[config.mk]
export PLATFORM = sky130hd
export DESIGN_NAME = ram_port_arbiter
export DESIGN_NICKNAME = d
export VERILOG_FILES = /design/src/rtl/ram_port_arbiter.sv
export SDC_FILE = /design/constraint.sdc
export NUM_CORES = 1
export LEC_CHECK = 0
export CAP_MARGIN = 5
export CELL_PAD_IN_SITES_DETAIL_PLACEMENT = 0
export CELL_PAD_IN_SITES_GLOBAL_PLACEMENT = 1
export CORE_UTILIZATION = 19
export DETAILED_ROUTE_END_ITERATION = 7
export PLACE_DENSITY_LB_ADDON = 0.25
export SYNTH_ARGS = -nofsm -noshare
export SYNTH_HDL_FRONTEND = slang
export SYNTH_SLANG_ARGS = --single-unit
export TNS_END_PERCENT = 5
[constraint.sdc]
create_clock -name clk -period 3.3 [get_ports clk]
set_input_delay 0.495 -clock clk [delete_from_list [all_inputs] [get_ports clk]]
set_output_delay 0.495 -clock clk [all_outputs]
set_load 0.02 [all_outputs]
[src/rtl/ram_port_arbiter.sv]
// ram_port_arbiter: two-requester round-robin arbiter for the Hack data RAM.
// Requester 0 is the CPU data port, requester 1 the screen/DMA engine.
// Optional feature macro: ARB_BURST_EN (lock-based burst hold, up to MAX_HOLD
// consecutive grants). When undefined, contended requests strictly alternate.
module ram_port_arbiter #(
    parameter int ADDR_W   = 15,
    parameter int DATA_W   = 16,
    parameter int MAX_HOLD = 4
) (
    input  logic              clk,
    input  logic              reset,
    input  logic              req0,
    input  logic              req1,
    input  logic              we0,
    input  logic              we1,
    input  logic              lock0,
    input  logic              lock1,
    input  logic [ADDR_W-1:0] addr0,
    input  logic [ADDR_W-1:0] addr1,
    input  logic [DATA_W-1:0] wdata0,
    input  logic [DATA_W-1:0] wdata1,
    output logic              gnt0,
    output logic              gnt1,
    output logic              rvalid0,
    output logic              rvalid1,
    output logic [DATA_W-1:0] rdata,
    output logic              mem_sel,
    output logic [ADDR_W-1:0] mem_addr,
    output logic [DATA_W-1:0] mem_wdata,
    output logic              mem_we,
    input  logic [DATA_W-1:0] mem_rdata
);

    logic              last_q;
    logic [1:0]        rd_pend_q;   // read granted last edge, RAM data arrives this cycle
    logic [1:0]        rvalid_q;
    logic [DATA_W-1:0] rdata_q;
    logic              win;
    logic              any_req;
    logic              gnt_en;
    logic              gnt_any;

    assign any_req = req0 | req1;
    // Grants are suppressed combinationally while reset is asserted.
    assign gnt_en  = ~reset & any_req;

`ifdef ARB_BURST_EN
    localparam int HW = $clog2(MAX_HOLD + 1);
    logic [HW-1:0] hold_q, hold_d;
    logic          win_lock;

    // Winner select: round-robin, overridden by an active burst hold.
    always_comb begin
        win = last_q;
        if (req0 & req1) begin
            if (hold_q == HW'(MAX_HOLD))
                win = ~last_q;
            else if (hold_q != '0)
                win = last_q;
            else
                win = ~last_q;
        end else if (req0) begin
            win = 1'b0;
        end else if (req1) begin
            win = 1'b1;
        end
    end

    assign win_lock = win ? lock1 : lock0;

    // Burst counter next state; only advances on a granted edge.
    always_comb begin
        hold_d = hold_q;
        if (gnt_any) begin
            if (win != last_q)
                hold_d = win_lock ? HW'(1) : '0;
            else if (hold_q == HW'(MAX_HOLD))
                hold_d = '0;
            else if (win_lock)
                hold_d = hold_q + HW'(1);
            else
                hold_d = '0;
        end
    end

    // Burst counter register.
    always_ff @(posedge clk or posedge reset) begin
        if (reset) hold_q <= '0;
        else       hold_q <= hold_d;
    end
`else
    logic unused_lock;
    assign unused_lock = lock0 ^ lock1;

    // Winner select: plain round-robin, contended requests alternate.
    always_comb begin
        win = last_q;
        if (req0 & req1)
            win = ~last_q;
        else if (req0)
            win = 1'b0;
        else if (req1)
            win = 1'b1;
    end
`endif

    assign gnt0    = gnt_en & req0 & ~win;
    assign gnt1    = gnt_en & req1 & win;
    assign gnt_any = gnt0 | gnt1;

    // Mux select follows the winner; parks on the last owner when idle.
    assign mem_sel   = reset ? 1'b1 : (any_req ? win : last_q);
    assign mem_addr  = mem_sel ? addr1 : addr0;
    assign mem_wdata = mem_sel ? wdata1 : wdata0;
    assign mem_we    = gnt_en & (win ? we1 : we0);

    // Round-robin owner register.
    always_ff @(posedge clk or posedge reset) begin
        if (reset)        last_q <= 1'b1;
        else if (gnt_any) last_q <= win;
    end

    // Read return path: capture RAM data the cycle after a read grant.
    always_ff @(posedge clk or posedge reset) begin
        if (reset) begin
            rd_pend_q <= '0;
            rvalid_q  <= '0;
            rdata_q   <= '0;
        end else begin
            rd_pend_q <= {gnt1 & ~we1, gnt0 & ~we0};
            rvalid_q  <= rd_pend_q;
            if (|rd_pend_q) rdata_q <= mem_rdata;
        end
    end

    assign rvalid0 = rvalid_q[0];
    assign rvalid1 = rvalid_q[1];
    assign rdata   = rdata_q;

endmodule

==> impl_metrics.ini <==
[floorplan]
fp.dieArea_sq_mm = 0.006529
initial_core_util_pct = 19.81
die_y_um = 80.80
core_sq_mm = 0.005956
rows = 28
die_w_um = 80.80
ios = 139

[yosys]
synth_flop_cell = dfrtp_1
synth_simple_gate_area_share_pct = 6.257
synthArstFlopShare_pct = 100.0
synthCells = 90
syn_avg_cell_area_sq_um = 13.11
syn-cell-area_sq_mm = 0.001180
synth_compound_gate_area_share_pct = 1.273
synth_mux_area_share_pct = 44.86
synth_fp_nets = 176
synth_fa_ha_area_share_pct = 0
ys_ff_latch = 21
synth_cell_types = 18
synth_edf_count = 0
synth-xor-area-share_pct = 0
synth_top_family_by_area = multiplexers
synth-warning-count = 0
synth_seq_area_share_pct = 44.64

[critical_path]
worstSetupPathType = input pin to primary output
cp.arrival_ns = 2.49
cp-end-kind = primary output
critical_path.top_delay_family = buffers and inverters
ff2ff_setup_slack_ns = 2.10
ff2ff_path_depth = 3
cp_cell_sequence = clkdlybuf4s50_1 > nor2b_1 > nor3_4 > buf_12 > mux2_1 > clkdlybuf4s50_1
critical_path.startpoint = req0
path_max_fanout = 32
rr_endpoint = rdata[7]
cp_num_cells = 6
cp_num_buf_inv = 3
cp-endpoint = mem_addr[12]
cp_common_cell = clkdlybuf4s50_1
critical_path.slowest_cell = clkdlybuf4s50_1
cpPeakStageDelay_ns = 0.56
start_kind = input pin
critPathRequiredTime_ns = 2.80
rr_startpoint = rd_pend_q[1]

[job]
maxCapViolations = 0

[cells_and_area]
nNetsFinal = 315
diodes = 0
mostFrequentLayoutCells = 136 x clkdlybuf4s50_1, 38 x mux2_1, 20 x dfrtp_1
design_area_sq_mm = 0.002688
fin_util_pct = 45.13
instances_no_fill = 303
syn_to_final_growth_pct = 127.8
final_common_cell = clkdlybuf4s50_1
drive_above_1_share_pct = 7.895

[power_and_ir_drop]
p_int_w = 0.0007214
p_leak_nw = 1.050
p_switching_w = 0.0003396
p_sw_share_pct = 32.01
power_density_mw_per_mm2 = 394.8
comb_power_share_pct = 52.8
vdd_drop_max_mv = 0.2441
clock_power_share_pct = 15.1
p_seq_share_pct = 32.1

[route]
viasPerCell = 4.076
first_iter_violations = 18
drc = 0
wl_per_cell_um = 12.55
wl_um = 3803
drt_pass1_iterations = 4
postRouteAntennaNets = 0
vias = 1235

[hold_path]
holdCritPathClass = register to register

[clock_network]
ctsHoldBuffers = 0
clock_latency_ns = 0.25
post_cts_resized = 0
cts_tree = done
cts-root-buf = clkbuf_8
cts_setup_buffers = 0
clk_pin_slew_ns = 0.07
cts_buffer_depth = 2
h-tree-depth = 1
cts_made_buffers = 3
clock-sinks = 21

[sta]
min_period_ns = 2.988
grt_setup_unrepaired = no
clock_skew_ns = 0.004598
max_slew_margin_pct = 48.34
worstMarginPinSlew_ns = 0.7740
hold_viol = 0
setup_viol = 0
period_share_pct = 90.54
final_max_slew_viol_count = 0
hold_ws_ns = 0.3807
tns_ns = 0
timing.fmax_ghz = 0.3347

[place]
dp.final_hpwl_um = 3164
dpl-instance-area_sq_mm = 0.002641
globalplace.congestion = 0.7233
placed_cells = 299
portBuffers = 136

[global_routing]
grt_max_degree = 33
grt_pass1_wl_um = 5934
first_global_vias = 1301
grt_usage_pct = 11.57
overflow = 0
antenna_found_initial = 0

[status]
status = finished clean
[power by group through the flow]
stage               logic (W)  registers, W  clock network [W]
finish               0.000561      0.000340           0.000160
global route         0.000597      0.000349           0.000179
CTS                  0.000569      0.000341           0.000169
detailed placement   0.000566      0.000345                  0
global placement     0.000565      0.000343                  0
floorplan            0.000187      0.000409                  0
[worst min-delay path by stage]
| stage | startpoint | to | slack [ns] | cells past startpoint |
|---|---|---|---|---|
| floorplan | rd_pend_q[1] | rvalid_q[1] | 0.35 | 0 |
| CTS | rd_pend_q[1] | rvalid_q[1] | 0.38 | 0 |
| finish | rd_pend_q[1] | rvalid_q[1] | 0.38 | 0 |
| detailed placement | rd_pend_q[1] | rvalid_q[1] | 0.37 | 0 |
| global route | rd_pend_q[0] | rvalid_q[0] | 0.40 | 0 |
| global placement | rd_pend_q[1] | rvalid_q[1] | 0.36 | 0 |
[through the flow]
step / setup WS (ns) / power [W]
final: 0.3121 / 0.001061
after global routing: 0.1809 / 0.001124
after CTS: 0.2947 / 0.001079
after detailed placement: 0.3020 / 0.0009113
after global placement: 0.2914 / 0.0009081
after floorplan: 1.284 / 0.0005959
[cell type report]
cell class                      count  area, sq um
Multi-Input combinational cell     63        624.3
Sequential cell                    21        526.8
Clock inverter                      1        5.005
Tap cell                           75        93.84
Fill cell                         563         3268
Inverter                            2        7.507
Clock buffer                        3        41.29
Timing Repair Buffer              138         1389
[flip-flops by register name, indices dropped and copies added (netlist names)]
| register | flops |
|---|---|
| last_q | 1 |
| rd_pend_q | 2 |
| rdata | 16 |
| rvalid_q | 2 |
[cells by family after synthesis]
family / count (synthesis)
simple gates: 13
compound gates: 3
buf+inv: 6
flops: 21
mux: 47
[synth_stat cells, types with 2 or more instances]
cell type / instances / area, sq um
nor2_1: 2 / 7.510
nand2b_1: 2 / 12.51
buf_4: 3 / 22.52
dfrtp_1: 20 / 500.5
mux2_1: 38 / 427.9
nor2b_1: 3 / 18.77
mux2_2: 9 / 101.4
a21oi_1: 2 / 10.01
nand2_1: 2 / 7.510
[worst reg2reg max path, cell delays in order (launching register included)]
cell	delay [ns]
dfrtp_1	0.38
nor2_1	0.10
buf_4	0.25
mux2_2	0.37
[per-layer routing]
layer / GRT usage, % / up-vias / part of all wire [%]
met2: 19.92 / 84 / 49
met3: 3.820 / 2 / 12
met4: 2.679 / 0 / 0.32
met5: 0 / - / 0
met1: 13.85 / 556 / 39
li1: - / 593 / -
Power figures use the tool's default switching activity.
